**src/rtl/dma_pkg.sv**
```systemverilog
// rtl/dma_pkg.sv - register map constants and shared types for the DMA register front end
package dma_pkg;
  localparam int NCH_DEF = 4;
  localparam int AW_DEF  = 16;

  localparam logic [3:0] ADDR_CMD     = 4'h8;
  localparam logic [3:0] ADDR_REQ     = 4'h9;
  localparam logic [3:0] ADDR_SMASK   = 4'hA;
  localparam logic [3:0] ADDR_MODE    = 4'hB;
  localparam logic [3:0] ADDR_CLRFF   = 4'hC;
  localparam logic [3:0] ADDR_MCLR    = 4'hD;
  localparam logic [3:0] ADDR_CLRMASK = 4'hE;
  localparam logic [3:0] ADDR_WRMASK  = 4'hF;

  localparam int MODE_AUTOINIT = 4;
  localparam int MODE_DEC      = 5;
  localparam int CMD_MEM2MEM   = 0;
  localparam int CMD_DISABLE   = 2;

  typedef logic [NCH_DEF-1:0][AW_DEF-1:0] ch_reg_t;
  typedef logic [NCH_DEF-1:0][7:0]        mode_reg_t;
endpackage

```
**src/rtl/dma_strobe_edge.sv**
```systemverilog
// rtl/dma_strobe_edge.sv - first-cycle detector for one CPU access strobe
module dma_strobe_edge (
  input  logic clk,
  input  logic rst,
  input  logic act,
  input  logic block,
  output logic pulse
);
  logic act_q;

  // Resetting to 1 means a strobe held through reset must drop before it counts.
  always_ff @(posedge clk or posedge rst) begin
    if (rst) act_q <= 1'b1;
    else     act_q <= act;
  end

  assign pulse = act & ~act_q & ~block;
endmodule

```
**src/rtl/dma_reg_prog.sv**
```systemverilog
// rtl/dma_reg_prog.sv - CPU programming front end for an 8237A-style DMA controller
module dma_reg_prog
  import dma_pkg::*;
#(
  parameter int NCH = 4,
  parameter int AW  = 16
) (
  input  logic                    CLK,
  input  logic                    RESET,
  input  logic                    CS_N,
  input  logic                    IOR_N,
  input  logic                    IOW_N,
  input  logic [3:0]              A,
  input  logic [7:0]              DB_IN,
  output logic [7:0]              DB_OUT,
  output logic                    DB_OE,
  input  logic [NCH-1:0]          TC_IN,
  input  logic [NCH-1:0]          DREQ_IN,
  input  logic                    UPD_EN,
  input  logic [1:0]              UPD_CH,
  input  logic [AW-1:0]           UPD_ADDR,
  input  logic [AW-1:0]           UPD_WORD,
  output logic [NCH-1:0][AW-1:0]  CUR_ADDR,
  output logic [NCH-1:0][AW-1:0]  CUR_WORD,
  output logic [NCH-1:0][AW-1:0]  BASE_ADDR,
  output logic [NCH-1:0][AW-1:0]  BASE_WORD,
  output logic [NCH-1:0][7:0]     MODE,
  output logic [7:0]              COMMAND,
  output logic [7:0]              REQUEST,
  output logic [7:0]              MASK,
  output logic [7:0]              TEMP,
  output logic [7:0]              STATUS
);
  logic wr_act, rd_act, wr_pulse, rd_pulse;
  logic ch_wr, ch_rd, mclr, ff;
  logic [1:0] sel;
  logic [3:0] tc_q, tc_n;
  logic [7:0] rd_data;
  logic [NCH-1:0][AW-1:0] cur_addr_n, cur_word_n, base_addr_n, base_word_n;

  assign wr_act = ~CS_N & ~IOW_N;
  assign rd_act = ~CS_N & ~IOR_N;

  dma_strobe_edge u_wr_edge (.clk(CLK), .rst(RESET), .act(wr_act), .block(rd_act), .pulse(wr_pulse));
  dma_strobe_edge u_rd_edge (.clk(CLK), .rst(RESET), .act(rd_act), .block(wr_act), .pulse(rd_pulse));

  assign sel   = A[2:1];
  assign ch_wr = wr_pulse & ~A[3];
  assign ch_rd = rd_pulse & ~A[3];
  assign mclr  = wr_pulse & (A == ADDR_MCLR);

  assign STATUS = {DREQ_IN | REQUEST[3:0], tc_q};
  // A status read clears TC bits, but a TC arriving in the same cycle survives.
  assign tc_n = (tc_q & ~{4{rd_pulse & (A == ADDR_CMD)}}) | TC_IN;

  always_comb begin
    rd_data = 8'h00;
    if (!A[3]) begin
      if (A[0]) rd_data = ff ? CUR_WORD[sel][15:8] : CUR_WORD[sel][7:0];
      else      rd_data = ff ? CUR_ADDR[sel][15:8] : CUR_ADDR[sel][7:0];
    end else if (A == ADDR_CMD) begin
      rd_data = STATUS;
    end else if (A == ADDR_MCLR) begin
      rd_data = TEMP;
    end
  end

  // Current registers: CPU byte write over autoinit reload over engine update.
  always_comb begin
    cur_addr_n  = CUR_ADDR;
    cur_word_n  = CUR_WORD;
    base_addr_n = BASE_ADDR;
    base_word_n = BASE_WORD;
    for (int c = 0; c < NCH; c++) begin
      if (UPD_EN && UPD_CH == 2'(c)) begin
        cur_addr_n[c] = UPD_ADDR;
        cur_word_n[c] = UPD_WORD;
      end
      if (TC_IN[c] && MODE[c][MODE_AUTOINIT]) begin
        cur_addr_n[c] = BASE_ADDR[c];
        cur_word_n[c] = BASE_WORD[c];
      end
      if (ch_wr && sel == 2'(c)) begin
        if (!A[0]) begin
          if (ff) begin cur_addr_n[c][15:8] = DB_IN; base_addr_n[c][15:8] = DB_IN; end
          else    begin cur_addr_n[c][7:0]  = DB_IN; base_addr_n[c][7:0]  = DB_IN; end
        end else begin
          if (ff) begin cur_word_n[c][15:8] = DB_IN; base_word_n[c][15:8] = DB_IN; end
          else    begin cur_word_n[c][7:0]  = DB_IN; base_word_n[c][7:0]  = DB_IN; end
        end
      end
    end
  end

  always_ff @(posedge CLK or posedge RESET) begin
    if (RESET) begin
      CUR_ADDR  <= '0;
      CUR_WORD  <= '0;
      BASE_ADDR <= '0;
      BASE_WORD <= '0;
      MODE      <= '0;
    end else begin
      CUR_ADDR  <= cur_addr_n;
      CUR_WORD  <= cur_word_n;
      BASE_ADDR <= base_addr_n;
      BASE_WORD <= base_word_n;
      if (wr_pulse && A == ADDR_MODE) MODE[DB_IN[1:0]] <= DB_IN;
    end
  end

  always_ff @(posedge CLK or posedge RESET) begin
    if (RESET) begin
      COMMAND <= 8'h00;
      REQUEST <= 8'h00;
      MASK    <= 8'h0F;
      TEMP    <= 8'h00;
      tc_q    <= 4'h0;
      ff      <= 1'b0;
      DB_OUT  <= 8'h00;
      DB_OE   <= 1'b0;
    end else begin
      DB_OE <= rd_act;
      tc_q  <= tc_n;
      if (rd_pulse) DB_OUT <= rd_data;
      if (wr_pulse && A == ADDR_CLRFF) ff <= 1'b0;
      else if (ch_wr || ch_rd)         ff <= ~ff;
      if (wr_pulse) begin
        case (A)
          ADDR_CMD:     COMMAND <= DB_IN;
          ADDR_REQ:     REQUEST[{1'b0, DB_IN[1:0]}] <= DB_IN[2];
          ADDR_SMASK:   MASK[{1'b0, DB_IN[1:0]}] <= DB_IN[2];
          ADDR_CLRMASK: MASK[3:0] <= 4'h0;
          ADDR_WRMASK:  MASK[3:0] <= DB_IN[3:0];
          default: ;
        endcase
      end
      for (int c = 0; c < NCH; c++) begin
        if (TC_IN[c]) begin
          REQUEST[c] <= 1'b0;
          if (!MODE[c][MODE_AUTOINIT]) MASK[c] <= 1'b1;
        end
      end
      if (mclr) begin
        COMMAND <= 8'h00;
        REQUEST <= 8'h00;
        MASK    <= 8'h0F;
        TEMP    <= 8'h00;
        tc_q    <= 4'h0;
        ff      <= 1'b0;
        DB_OUT  <= 8'h00;
        DB_OE   <= 1'b0;
      end
    end
  end
endmodule

```
**config.mk**
```make
export PLATFORM = sky130hd
export DESIGN_NAME = dma_reg_prog
export DESIGN_NICKNAME = d
export VERILOG_FILES = /design/src/rtl/dma_pkg.sv /design/src/rtl/dma_strobe_edge.sv /design/src/rtl/dma_reg_prog.sv
export SDC_FILE = /design/constraint.sdc
export NUM_CORES = 1
export LEC_CHECK = 0
export CORE_AREA = 2 2 194 196
export DETAILED_ROUTE_END_ITERATION = 12
export DIE_AREA = 0 0 196 198
export MAX_ROUTING_LAYER = met4
export PLACE_DENSITY = 0.73
export SKIP_CTS_REPAIR_TIMING = 1
export SLEW_MARGIN = 30
export SYNTH_ARGS = -nofsm -noshare
export SYNTH_HDL_FRONTEND = slang
export SYNTH_SLANG_ARGS = --single-unit
```
**constraint.sdc**
```tcl
create_clock -name CLK -period 18.17 [get_ports CLK]
set_input_delay 5.451 -clock CLK [delete_from_list [all_inputs] [get_ports CLK]]
set_output_delay 5.451 -clock CLK [all_outputs]
set_load 0.01 [all_outputs]
```
==> impl_metrics.ini <==
[run_status]
status = completed

[cts]
cts_tree = done
numCtsBuffers = 37
htree_num_levels = 2
clk_path_buf_depth = 3
clock_latency_ns = 0.53
clock_sinks = 320
cts_root_buf = clkbuf_16
path_clk_slew_ns = 0.06

[floorplanning]
dieWidth_um = 196
initial_core_util_pct = 44.3
die_area_um2 = 38800
die_y_um = 198
ios = 397
num_rows = 71
core_um2 = 37000

[place]
dp.cells = 2144
hpwl_um = 36200
routabilityCongestion = 0.826
io_buffers = 380

[route]
vias = 13100
dr.pass1.iters = 5
drt_wl_total_um = 54800
ant_nets = 0
post_drt_wl_per_cell_um = 24.8
avgViaCountPerCell = 5.90
drc_errors = 0
drt-initial-drc-count = 907

[logic_synthesis]
ys_seq_area_share_pct = 48.9
synthMuxAreaShare_pct = 23.8
yosys-top-cells-area = dfrtp_1 (48%), mux2i_1 (10%), mux2_2 (9.7%)
synth_edf_count = 0
synth_xor_area_share_pct = 0
synth_top_family_by_area = multiplexers
syn-cell-area_um2 = 16400
synth_compound_area_share_pct = 13.6
synth.most_common_cell = dfrtp_1
synth_fa_ha_area_share_pct = 0
synth_commonest_cells = dfrtp_1 (314), mux2i_1 (164), nor2_1 (147)
synth_area_per_cell_um2 = 11.8
ys_ff_latch = 320
yosysTopAreaCellShare_pct = 47.9
synthArstFlopShare_pct = 100
yosysTopAreaCell = dfrtp_1
postSynthCellCount = 1393
ys.flop_type = dfrtp_1
synthDistinctLibCells = 47
synth-simple-area-share_pct = 8.63
synth_warnings = 0

[grt]
grt_max_degree = 102
gr-total-overflow = 0
antenna_found_initial = 1
grt_pass1_vias = 13000
track_usage_pct = 29.0
grt_pass1_wl_um = 82100

[timing]
drv_slew = 0
finalCritPeriodShare_pct = 66.4
fmax_ghz = 0.0829
worst_pin_slew_ns = 1.00
relSlewSlack_pct = 33.2
fin_skew_ns = 0.0116
fin_setup_tns_ns = 0
finalHoldViolations = 0
setup_viol = 0
period_needed_ns = 12.06
rsz0062_at_grt = no

[critical_path]
crit_path_max_fanout = 2
worstPathArrival_ns = 6.61
critPathCaptureType = primary output
rrSetupSlack_ns = 15.29
crit_path_start_kind = primary input
critical_path_class = primary input to primary output
required_ns = 12.72

[power_and_ir_drop]
power.density_nw_per_um2 = 111
peakVddDrop_uv = 59.6
p_leak_uw = 0.0105

[worst_hold_path]
hold_path_class = flop to flop

[final_layout]
final_cell_count_no_fill = 2212
final_nets = 1769
syn2layout_area_growth_pct = 31.5
drive_above_1_share_pct = 17.4

[flow_run]
drv_cap = 0
==> registers in the layout, summed over array words and instances, names as in the netlist, 4 cells and up <==
register,cells
BASE_ADDR,64
BASE_WORD,64
COMMAND,8
CUR_ADDR,64
CUR_WORD,64
DB_OUT,8
MASK,4
MODE,32
REQUEST,4
tc_q,4
==> power by group <==
part | total (uW) | internal, uW | switching (uW)
logic | 678 | 372 | 306
registers | 942 | 830 | 112
clock network | 781 | 475 | 306
==> layer usage <==
metal | routed length [um] | vias up | share of wire, % | GRT usage (%)
met1 | 23200 | 6624 | 42 | 37.7
met4 | 2470 | 0 | 4.5 | 12.6
li1 | - | 5689 | - | -
met5 | 0 | - | 0 | -
met2 | 25200 | 601 | 46 | 44.3
met3 | 3990 | 145 | 7.3 | 5.88
==> cells by family after synthesis <==
group	after synthesis
multiplexers	348
flip-flops	320
AO/OA/AOI/OAI	314
AND/OR/NAND/NOR	258
buffers and inverters	152
other	1
==> layout make-up <==
| class | instances | area [um^2] |
|---|---|---|
| Inverter | 4 | 22.5 |
| Clock buffer | 61 | 1190 |
| Fill cell | 3064 | 15400 |
| Clock inverter | 6 | 91.3 |
| Antenna cell | 1 | 2.50 |
| Tap cell | 474 | 593 |
| Sequential cell | 320 | 8020 |
| Timing Repair Buffer | 410 | 4000 |
| Multi-Input combinational cell | 936 | 7640 |
==> layout by cell type (no fill, tap or decap), types with 3 or more instances in the layout <==
| cell | n |
|---|---|
| nand4_1 | 6 |
| o21ai_0 | 5 |
| inv_1 | 3 |
| nor4_4 | 14 |
| clkdlybuf4s50_1 | 370 |
| mux2_2 | 141 |
| conb_1 | 16 |
| and2_1 | 4 |
| mux4_2 | 16 |
| nor3_1 | 4 |
| a21oi_1 | 47 |
| clkbuf_16 | 39 |
| mux2i_1 | 164 |
| clkbuf_8 | 13 |
| dfstp_2 | 6 |
| or2_2 | 10 |
| nand2_1 | 22 |
| a211oi_1 | 112 |
| nand3b_1 | 3 |
| o2111ai_1 | 4 |
| mux2_1 | 27 |
| nand2b_1 | 8 |
| buf_6 | 3 |
| a21o_1 | 112 |
| nand2_2 | 6 |
| nand3_1 | 12 |
| clkbuf_1 | 9 |
| buf_2 | 7 |
| nor2b_1 | 7 |
| nor2_1 | 147 |
| dfrtp_1 | 314 |
| buf_4 | 30 |
| a31oi_1 | 8 |
| a22oi_1 | 22 |
==> per-stage QoR <==
step	utilization [%]	power [uW]	area [um^2]	setup slack [ns]	hold WS, ns
after floorplan	-	1260	16400	3.87	0.512
after global placement	54.8	1610	20200	6.11	0.453
after detailed placement	54.8	1630	20200	6.11	0.459
after CTS	58.3	2410	21500	6.11	0.473
after global routing	58.3	2500	21600	6.07	0.493
final	58.3	2400	21600	6.11	0.470
==> critical path, cell delays in order <==
cell and delay, ns:
clkdlybuf4s50_1 0.39, or2_2 0.28, clkdlybuf4s50_1 0.48
==> worst paths after layout <==
kind,start,to,depth (start not counted)
min in group asynchronous,RESET,BASE_WORD[17]$_DFFE_PP0P_,2
worst max register to register,u_wr_edge.act_q$_DFF_PP1_,MODE[15]$_DFFE_PP0P_,4
worst min register to register,MODE[8]$_DFFE_PP0P_,MODE[8]$_DFFE_PP0P_,1
worst max-delay path,DREQ_IN[1],STATUS[5],3
worst min-delay path,MODE[8]$_DFFE_PP0P_,MODE[8]$_DFFE_PP0P_,1
max in group asynchronous,RESET,MODE[0]$_DFFE_PP0P_,4
Note: power is estimated with default switching activity, not from simulation.
